$ cat src/rtl/riscv_pkg.sv
// riscv_pkg: shared core-wide widths
package riscv_pkg;
    localparam int XLEN       = 32;
    localparam int REG_ADDR_W = 5;
endpackage

$ cat src/rtl/regfile_wb_arb_pkg.sv
// regfile_wb_arb_pkg: writeback entry type shared by the arbiter and its buffer
package regfile_wb_arb_pkg;
    import riscv_pkg::*;
    typedef struct packed {
        logic [REG_ADDR_W-1:0] rd;
        logic [XLEN-1:0]       data;
    } wb_entry_t;
    localparam int ENTRY_W = $bits(wb_entry_t);
    localparam int NREG    = 1 << REG_ADDR_W;
endpackage

$ cat src/rtl/regfile_wb_arb_if.sv
// regfile_wb_arb_if: writeback/issue bus of the regfile write-port arbiter
// master: pipeline side (drives A/B requests, load issue, issue operands)
// slave : arbiter side (drives b_ready, stall, regfile write port, conflict_cnt)
interface regfile_wb_arb_if #(parameter int CNT_W = 16);
    import riscv_pkg::*;
    logic                  a_valid;
    logic [REG_ADDR_W-1:0] a_rd;
    logic [XLEN-1:0]       a_data;
    logic                  b_valid;
    logic                  b_ready;
    logic [REG_ADDR_W-1:0] b_rd;
    logic [XLEN-1:0]       b_data;
    logic                  ld_issue;
    logic [REG_ADDR_W-1:0] ld_rd;
    logic [REG_ADDR_W-1:0] rs1;
    logic [REG_ADDR_W-1:0] rs2;
    logic [REG_ADDR_W-1:0] rd_chk;
    logic                  stall;
    logic                  rf_we;
    logic [REG_ADDR_W-1:0] rf_a3;
    logic [XLEN-1:0]       rf_wd3;
    logic [CNT_W-1:0]      conflict_cnt;
    modport master (
        output a_valid, a_rd, a_data, b_valid, b_rd, b_data,
               ld_issue, ld_rd, rs1, rs2, rd_chk,
        input  b_ready, stall, rf_we, rf_a3, rf_wd3, conflict_cnt
    );
    modport slave (
        input  a_valid, a_rd, a_data, b_valid, b_rd, b_data,
               ld_issue, ld_rd, rs1, rs2, rd_chk,
        output b_ready, stall, rf_we, rf_a3, rf_wd3, conflict_cnt
    );
endinterface

$ cat src/rtl/regfile_wb_arb_wb_fifo.sv
// wb_fifo: sync FIFO with show-ahead head for buffered load returns
// ports: clk, rst (async high), push/din, pop, dout (head), full, empty
module wb_fifo #(
    parameter int DEPTH = 2,
    parameter int W     = 37
) (
    input  logic         clk,
    input  logic         rst,
    input  logic         push,
    input  logic [W-1:0] din,
    input  logic         pop,
    output logic [W-1:0] dout,
    output logic         full,
    output logic         empty
);
    localparam int AW = $clog2(DEPTH);
    logic [W-1:0] mem [DEPTH];
    logic [AW:0]  wp, rp;
    // extra pointer bit distinguishes full from empty
    assign empty = wp == rp;
    assign full  = (wp[AW] != rp[AW]) && (wp[AW-1:0] == rp[AW-1:0]);
    assign dout  = mem[rp[AW-1:0]];
    always_ff @(posedge clk or posedge rst)
        if (rst) begin
            wp <= '0;
            rp <= '0;
        end else begin
            if (push && !full) wp <= wp + 1'b1;
            if (pop && !empty) rp <= rp + 1'b1;
        end
    always_ff @(posedge clk)
        if (push && !full) mem[wp[AW-1:0]] <= din;
endmodule

$ cat src/rtl/regfile_wb_arb.sv
// regfile_wb_arb: arbitrates ALU and buffered load writebacks onto one regfile write port
// ports: clk, rst (async high), bus (slave modport): A/B writeback requests,
// load-issue scoreboard with issue stall, regfile write port, conflict counter
module regfile_wb_arb
    import riscv_pkg::*;
    import regfile_wb_arb_pkg::*;
#(
    parameter int FIFO_DEPTH = 2,
    parameter int CNT_W      = 16
) (
    input logic              clk,
    input logic              rst,
    regfile_wb_arb_if.slave  bus
);
    wb_entry_t             head;
    logic                  full, empty, push, sel_h;
    logic [REG_ADDR_W-1:0] sel_rd;
    logic [XLEN-1:0]       sel_data;
    logic [NREG-1:0]       pending, set_m, clr_m;
    logic [CNT_W-1:0]      cnt;
    assign bus.b_ready      = !full && !rst;
    assign push             = bus.b_valid && bus.b_ready;
    // head is taken only when A is absent; rd==0 heads are popped and dropped
    assign sel_h            = !bus.a_valid && !empty;
    assign bus.stall        = pending[bus.rs1] | pending[bus.rs2] | pending[bus.rd_chk];
    assign bus.conflict_cnt = cnt;
    wb_fifo #(.DEPTH(FIFO_DEPTH), .W(ENTRY_W)) u_fifo (
        .clk   (clk),
        .rst   (rst),
        .push  (push),
        .din   ({bus.b_rd, bus.b_data}),
        .pop   (sel_h),
        .dout  (head),
        .full  (full),
        .empty (empty)
    );
    always_comb begin
        sel_rd     = rst ? '0 : bus.a_valid ? bus.a_rd : sel_h ? head.rd : '0;
        sel_data   = rst ? '0 : bus.a_valid ? bus.a_data : sel_h ? head.data : '0;
        bus.rf_a3  = sel_rd;
        bus.rf_wd3 = sel_data;
        bus.rf_we  = sel_rd != '0;
        set_m      = '0;
        clr_m      = '0;
        if (bus.ld_issue) set_m[bus.ld_rd] = 1'b1;
        if (sel_h && bus.rf_we) clr_m[head.rd] = 1'b1;
        set_m[0]   = 1'b0;
    end
    // set is OR-ed after the clear so a same-cycle re-issue keeps the bit
    always_ff @(posedge clk or posedge rst)
        if (rst) pending <= '0;
        else     pending <= (pending & ~clr_m) | set_m;
    always_ff @(posedge clk or posedge rst)
        if (rst) cnt <= '0;
        else if (bus.a_valid && !empty && !(&cnt)) cnt <= cnt + 1'b1;
endmodule

$ cat src/flat_wrapper.sv
// flat-port wrapper written by rule: the top's interface ports become plain ports
module regfile_wb_arb_flat import riscv_pkg::*; import regfile_wb_arb_pkg::*;
#(
    parameter int FIFO_DEPTH = 2,
    parameter int CNT_W      = 16
)
  (clk, rst, bus_a_valid, bus_a_rd, bus_a_data, bus_b_valid, bus_b_rd, bus_b_data, bus_ld_issue, bus_ld_rd, bus_rs1, bus_rs2, bus_rd_chk, bus_b_ready, bus_stall, bus_rf_we, bus_rf_a3, bus_rf_wd3, bus_conflict_cnt);
  regfile_wb_arb_if #(.CNT_W(CNT_W)) bus_i ();
  input logic clk;
  input logic rst;
  input wire logic [$bits(bus_i.a_valid)-1:0] bus_a_valid;
  input wire logic [$bits(bus_i.a_rd)-1:0] bus_a_rd;
  input wire logic [$bits(bus_i.a_data)-1:0] bus_a_data;
  input wire logic [$bits(bus_i.b_valid)-1:0] bus_b_valid;
  input wire logic [$bits(bus_i.b_rd)-1:0] bus_b_rd;
  input wire logic [$bits(bus_i.b_data)-1:0] bus_b_data;
  input wire logic [$bits(bus_i.ld_issue)-1:0] bus_ld_issue;
  input wire logic [$bits(bus_i.ld_rd)-1:0] bus_ld_rd;
  input wire logic [$bits(bus_i.rs1)-1:0] bus_rs1;
  input wire logic [$bits(bus_i.rs2)-1:0] bus_rs2;
  input wire logic [$bits(bus_i.rd_chk)-1:0] bus_rd_chk;
  output wire logic [$bits(bus_i.b_ready)-1:0] bus_b_ready;
  output wire logic [$bits(bus_i.stall)-1:0] bus_stall;
  output wire logic [$bits(bus_i.rf_we)-1:0] bus_rf_we;
  output wire logic [$bits(bus_i.rf_a3)-1:0] bus_rf_a3;
  output wire logic [$bits(bus_i.rf_wd3)-1:0] bus_rf_wd3;
  output wire logic [$bits(bus_i.conflict_cnt)-1:0] bus_conflict_cnt;
  assign bus_i.a_valid = bus_a_valid;
  assign bus_i.a_rd = bus_a_rd;
  assign bus_i.a_data = bus_a_data;
  assign bus_i.b_valid = bus_b_valid;
  assign bus_i.b_rd = bus_b_rd;
  assign bus_i.b_data = bus_b_data;
  assign bus_i.ld_issue = bus_ld_issue;
  assign bus_i.ld_rd = bus_ld_rd;
  assign bus_i.rs1 = bus_rs1;
  assign bus_i.rs2 = bus_rs2;
  assign bus_i.rd_chk = bus_rd_chk;
  assign bus_b_ready = bus_i.b_ready;
  assign bus_stall = bus_i.stall;
  assign bus_rf_we = bus_i.rf_we;
  assign bus_rf_a3 = bus_i.rf_a3;
  assign bus_rf_wd3 = bus_i.rf_wd3;
  assign bus_conflict_cnt = bus_i.conflict_cnt;
  regfile_wb_arb #(.FIFO_DEPTH(FIFO_DEPTH), .CNT_W(CNT_W)) u_core (.clk(clk), .rst(rst), .bus(bus_i));
endmodule
$ cat config.mk
export PLATFORM = sky130hd
export DESIGN_NAME = regfile_wb_arb_flat
export DESIGN_NICKNAME = d
export VERILOG_FILES = /design/src/rtl/riscv_pkg.sv /design/src/rtl/regfile_wb_arb_pkg.sv /design/src/rtl/regfile_wb_arb_if.sv /design/src/rtl/regfile_wb_arb_wb_fifo.sv /design/src/rtl/regfile_wb_arb.sv /design/src/flat_wrapper.sv
export SDC_FILE = /design/constraint.sdc
export NUM_CORES = 1
export LEC_CHECK = 0
export CORE_ASPECT_RATIO = 1.4
export CORE_MARGIN = 2
export CORE_UTILIZATION = 46
export CTS_BUF_LIST = sky130_fd_sc_hd__clkbuf_4 sky130_fd_sc_hd__clkbuf_8
export CTS_CLUSTER_SIZE = 25
export DETAILED_ROUTE_END_ITERATION = 8
export PLACE_DENSITY_LB_ADDON = 0.15
export SETUP_SLACK_MARGIN = 0.02
export SLEW_MARGIN = 20
export SYNTH_ARGS = -nofsm -noshare
export SYNTH_HDL_FRONTEND = slang
export SYNTH_SLANG_ARGS = --single-unit
$ cat constraint.sdc
create_clock -name clk -period 2.9 [get_ports clk]
set_input_delay 0.58 -clock clk [delete_from_list [all_inputs] [get_ports clk]]
set_output_delay 0.58 -clock clk [all_outputs]
set_load 0.01 [all_outputs]
# Yosys cells after proc, flatten, opt, wreduce, memory -nomap -nowiden
# Memory sizes are Yosys's and may differ from the RTL's.
# Cells that the tools add are included.
# totals
elab_cells	61
n_memories	1
ramBits	74
output_inout_bits	56
inputBits	99
register_bits	52
# op_classes
addsub	3
mux	20
bitwise_logic	5
magnitude_cmp	7
n_reduce_logical	18
eq_ne	3
# mem_list
name	depth	width	read_ports	rd_clocked_by_memory_dff	write_ports	line_no	text
u_core.u_fifo.mem	2	37	1	0	1	regfile_wb_arb_wb_fifo.sv:17	logic [W-1:0] mem [DEPTH];
# op_table
cell	count
$mux 32	5
$and 32x32->32	1
$not 32->32	1
$or 32x32->32	1
$lt 5x6->1 const B	5
$add 16x1->16 const B	1
$reduce_and 16->1	1
$bmux 1 s5	3
$mux 5	3
$logic_and 1x1->1	11
$demux 1 s5	2
$ge 5x1->1 const B	2
$mux 1	7
$logic_not 1->1	5
$reduce_bool 5->1	1
$add 2x1->2 const B	2
$eq 2x2->1	1
$or 1x1->1	2
$eq 1x1->1	1
$ne 1x1->1	1

# Depth between registers and ports, before layout
# depth
word_depth	12
ltp_mapped	7
ltp_nobuf	6

# Hierarchy
# A second synthesis with hierarchy kept.
# unflattened
cells_unflattened	545
area_unflattened_um2	6571.3
# modules_own_cells
mod	area_per_inst_um2	n_inst	cells_each	seq_area_each_um2
regfile_wb_arb	3656.0	1	403	1201.2
wb_fifo	2915.3	1	142	2322.2

# Least setup slack after synthesis
# OpenSTA, ideal clock, no wires.
# synth_timing
path_kind	register -> register
startpoint	reg u_core.u_fifo.wp[0]
endpoint	mem u_core.u_fifo.mem[0][0] (enable)
path_stages_with_launch	6
path_buffers	0
period_less_slack_ps	3091
t_arrival_ps	2660
setup_slack_ps	-191
setup_ps	431
path_cell_list	dfrtp_1 xor2_1 nor2b_1 nor2_1 nand2_1 nor2_1
# synth_via
elab_chain_len	8
# synth_lines
element	line_no	text
start: declaration	regfile_wb_arb_wb_fifo.sv:18	logic [AW:0] wp, rp;
start signal: assignment	regfile_wb_arb_wb_fifo.sv:28	if (push && !full) wp <= wp + 1'b1;
$eq 1x1->1	regfile_wb_arb_wb_fifo.sv:21	assign full = (wp[AW] != rp[AW]) && (wp[AW-1:0] == rp[AW-1:0]);
$logic_and 1x1->1	regfile_wb_arb_wb_fifo.sv:21	
$logic_not 1->1	regfile_wb_arb.sv:21	assign bus.b_ready = !full && !rst;
$logic_and 1x1->1	regfile_wb_arb.sv:21	
named net bus_b_ready	flat_wrapper.sv:22	output wire logic [$bits(bus_i.b_ready)-1:0] bus_b_ready;
$logic_and 1x1->1	regfile_wb_arb.sv:22	assign push = bus.b_valid && bus.b_ready;
$logic_and 1x1->1	regfile_wb_arb_wb_fifo.sv:32	if (push && !full) mem[wp[AW-1:0]] <= din;
$mux 1	regfile_wb_arb_wb_fifo.sv:32	
$mux 1 (not written as such)	regfile_wb_arb_wb_fifo.sv:32	
end: declaration	regfile_wb_arb_wb_fifo.sv:17	
# The timed path passes the listed nets, and every way through them passes these cells.

# Worst setup path in the final report
# layout_timing
startpoint	in bus_rd_chk[0]
endpoint	out bus_stall
# layout_via
elab_chain_len	3
# layout_lines
element	line_no	text
start: declaration	flat_wrapper.sv:21	input wire logic [$bits(bus_i.rd_chk)-1:0] bus_rd_chk;
$bmux 1 s5	regfile_wb_arb.sv:25	assign bus.stall = pending[bus.rs1] | pending[bus.rs2] | pending[bus.rd_chk];
$mux 1 (not written as such)	regfile_wb_arb.sv:25	
$or 1x1->1	regfile_wb_arb.sv:25	
end: declaration	flat_wrapper.sv:23	output wire logic [$bits(bus_i.stall)-1:0] bus_stall;
# No other way between the ends. The select of a mux whose other input is x is not followed.

==> reports/qor.txt <==
STA
--------------------------------------------------------------------------------------------
Maximum operating frequency                                                        331.8 MHz
Clk_skew                                                                          0.01048 ns
Final period util                                                                     103.9%
Total negative slack for setup checks                                             -0.1142 ns
Final-report hold violation count                                                          0
Post-route minimum period                                                           3.014 ns
RSZ-0062 raised after global routing                                                    true
Final setup margin                                                                -0.1142 ns
Transition time at the pin with the least slew margin                              0.6603 ns
Number of pins with negative max-slew slack in the final report                            0
Slew Limit Headroom                                                                   55.98%
Total of endpoints with negative setup slack in the final report                           1

DRT
--------------------------------------------------------------------------------------------
Detailed Route WL                                                                   18.03 mm
Initial drt markers                                                                      325
Routed vias                                                                             5203
Remaining antenna violation count                                                          0
Drt wl/cell                                                                         19.60 µm
Vias per std cell                                                                      5.655
Post-route DRC                                                                             0
Detailed Routing Iterations Pass 1                                                         7

FLOORPLAN
--------------------------------------------------------------------------------------------
Io pins                                                                                  155
Placeable core region                                                              13450 µm²
DIE AREA                                                                           14760 µm²
Die Height                                                                          142.9 µm
Effective utilization at floorplan                                                    47.15%
Rows                                                                                      50
Horizontal extent of the die                                                        103.2 µm

SETUP PATH
--------------------------------------------------------------------------------------------
Maximum fanout along the worst path                                                        8
Critical Path Source Type                                                         input port
Classification of the worst setup path                                             in -> out
Type of destination of the critical path                                        primary output
Arrival time at the worst endpoint                                                   2.43 ns
Worst EP required                                                                    2.32 ns

FINAL LAYOUT
--------------------------------------------------------------------------------------------
Number of antenna diodes                                                                   0
Fraction of layout cells with a size suffix above 1                                   25.07%
Post-synthesis to final-layout area growth                                            43.87%
Final layout net count                                                                   825

YOSYS
--------------------------------------------------------------------------------------------
Most repeated cell in the gate-level netlist after synthesis                        edfxtp_1
Commonest cells post-synth                                                      edfxtp_1 (74), nor2_1 (54), dfrtp_1 (52)
Synth cell types                                                                          44
Xor and xnor fraction of the mapped netlist area                                      2.900%
Complex-gate fraction of the synthesized area                                         11.28%
Netlist area before placement                                                       6342 µm²
Basic-gate share of the synthesized area counting and, or, nand and nor cells         11.68%
Number of warnings issued by yosys                                                         0
Main combinational cell family by area after synthesis                          multiplexers
Synth Flop Type                                                                     edfxtp_1
Post-synthesis register bit count                                                        126
Asr flop ratio synth                                                                  41.27%
Number of flops mapped to enable cells by yosys                                           74
Cells taking the most area after synthesis                                      edfxtp_1 (35%), dfrtp_1 (21%), mux4_2 (7.8%)
Average cell area after synthesis                                                  12.68 µm²
Cell count after synthesis                                                               500
Number of nets produced by synthesis                                                     600
Portion of the post-synthesis area used by sequential elements                        55.55%
Adder-cell area share of the yosys netlist                                           0.1973%
Multiplexer share of the synthesized area                                             16.31%
Yosys top cell by area                                                              edfxtp_1
Top-area cell type share of the netlist area                                          35.04%

GRT
--------------------------------------------------------------------------------------------
Remaining global-route overflow                                                            0
Number of global-route vias before repair                                               5425
Global-route wire length before repair                                              27.81 mm
Pin count of the biggest net entering global routing                                      53
Antenna violations before repair                                                           0
Overall Global Routing Usage                                                          25.70%

MIN PATH
--------------------------------------------------------------------------------------------
Hold crit path type                                                               reg -> reg

POWER AND IR DROP
--------------------------------------------------------------------------------------------
Power density over the cells                                                    843.5 nW/µm²
Leak pwr                                                                            3.646 nW
Design Power                                                                        7.697 mW
VDD IR max                                                                         0.4151 mV

CLOCK NETWORK
--------------------------------------------------------------------------------------------
Number of buffers added to fix hold violations after cts                                   0
CTS sink count                                                                           126
Clock latency on the worst-skew pair                                                 0.44 ns
TritonCTS Buffers                                                                         17
Root Buffer                                                                         clkbuf_8
H-tree lvl count                                                                           4
TritonCTS clock tree                                                                     yes
Clock edge transition at the registers on the reported setup and hold paths          0.07 ns
Maximum root-to-sink buffer count                                                          2

OUTCOME
--------------------------------------------------------------------------------------------
Failing checks                                                                  setup timing
Run status                                                                      finished with violations

PLACED DESIGN
--------------------------------------------------------------------------------------------
Final HPWL from detailed placement                                                  13.50 mm
Placer congestion estimate                                                            0.9574
Port bufs                                                                                154

RUN
--------------------------------------------------------------------------------------------
Reported max-cap violation count                                                           0

sequential cells by signal (all words and copies together) (netlist names):
name                     flops
u_core.bus.conflict_cnt     16
u_core.u_fifo.mem           74
u_core.pending              32
u_core.u_fifo.wp             2
u_core.u_fifo.rp             2
cell type report:
class | instances | area, µm²
timing repair buffer | 233 | 2186
clock inverter | 15 | 206.4
fill | 1031 | 4325
multi-input combinational | 341 | 2719
clock buffer | 17 | 234.0
inverter | 6 | 26.28
sequential | 126 | 3526
tap | 182 | 227.7
per-stage QoR:
| stage | area (µm²) | std cells | hold slack, ns | setup slack [ns] | utilization, % |
|---|---|---|---|---|---|
| final | 9125 | 920 | 0.5059 | -0.1142 | 67.84 |
| after global routing | 9125 | 920 | 0.5316 | -0.2183 | 67.84 |
| after detailed placement | 8602 | 876 | 0.4811 | -0.8822 | 63.95 |
| after floorplan | 6350 | 500 | 0.4607 | 0.02244 | - |
| after CTS | 9089 | 917 | 0.5114 | -0.1977 | 67.57 |
| after global placement | 8602 | 876 | 0.4737 | -0.8795 | 63.95 |
per-layer routing:
| metal | wire length [µm] | up-vias | global-route usage, % | part of all wire, % |
|---|---|---|---|---|
| met4 | 770 | 0 | 13.09 | 4.3 |
| met1 | 6304 | 2524 | 27.32 | 35 |
| met2 | 9768 | 228 | 45.49 | 54 |
| li1 | - | 2398 | - | - |
| met5 | 0 | - | 0 | 0 |
| met3 | 1188 | 53 | 7.293 | 6.6 |
logic make-up (layout without fill, tap and decap cells):
group           count (synthesis)  count (layout)
compound gates                 96              96
xor+xnor                       21              21
fa+ha+maj                       1               1
buf+inv                        33             271
flops                         126             126
mux                            71              71
simple gates                  152             152
report_power, final:
part	internal [mW]	leakage, nW	switching, mW	total (mW)
sequential	2.39	1.31	0.283	2.67
clock	0.950	0.220	0.736	1.69
combinational	1.80	2.11	1.54	3.34
final timing paths:
kind	endpoint	slack [ns]	cells after the start	start
worst min register to register	u_core.bus.conflict_cnt[15]$_DFFE_PP0P_	0.51	1	u_core.bus.conflict_cnt[15]$_DFFE_PP0P_
worst min-delay path	u_core.bus.conflict_cnt[15]$_DFFE_PP0P_	0.51	1	u_core.bus.conflict_cnt[15]$_DFFE_PP0P_
worst max register to register	u_core.pending[20]$_DFF_PP0_	0.83	8	u_core.u_fifo.rp[0]$_DFFE_PP0P_
max in group asynchronous	u_core.u_fifo.wp[0]$_DFFE_PP0P_	1.83	3	rst
min in group asynchronous	u_core.u_fifo.rp[1]$_DFFE_PP0P_	0.61	3	rst
worst max-delay path	bus_stall	-0.11	8	bus_rd_chk[0]
critical path: stages:
cell and delay [ns]:
buf_2 0.10, buf_12 0.13, mux4_2 0.50, mux4_2 0.47, mux2i_1 0.15, nand2_1 0.06
or3_1 0.29, buf_2 0.14
cells in the final DEF (no fill, tap or decap), types with 4 or more instances in the layout:
cell | Yosys | routed
buf_12 | 0 | 6
inv_1 | 6 | 5
dlygate4sd2_1 | 0 | 41
nor3b_1 | 5 | 5
inv_6 | 0 | 6
o2bb2ai_1 | 7 | 7
a22o_1 | 14 | 14
nand4_1 | 8 | 8
mux2_2 | 39 | 39
xnor2_1 | 13 | 13
o2111ai_1 | 5 | 5
edfxtp_1 | 74 | 74
o21ai_0 | 14 | 13
xor2_1 | 8 | 7
dfrtp_1 | 52 | 50
nand3_1 | 11 | 11
bufinv_16 | 0 | 4
nor2_1 | 54 | 51
nand2_1 | 35 | 35
nand3b_1 | 5 | 5
and3_1 | 7 | 6
o31ai_1 | 9 | 9
nor2b_1 | 4 | 4
nand2b_1 | 6 | 6
mux4_2 | 22 | 22
clkbuf_8 | 0 | 17
mux2i_1 | 10 | 10
a22oi_1 | 36 | 35
buf_4 | 0 | 70
clkdlybuf4s50_1 | 0 | 108
nor3_1 | 5 | 5
what timing repair did:
item | in CTS | in global routing
cloned | 1 | 0
endpoints found under the setup margin | 38 | 8
hold endpoints to repair | 0 | 0
pin swaps | 7 | 1
resized for setup | 55 | 5
setup buffers | 8 | 3
No activity file was read; power rests on OpenSTA's default activity.
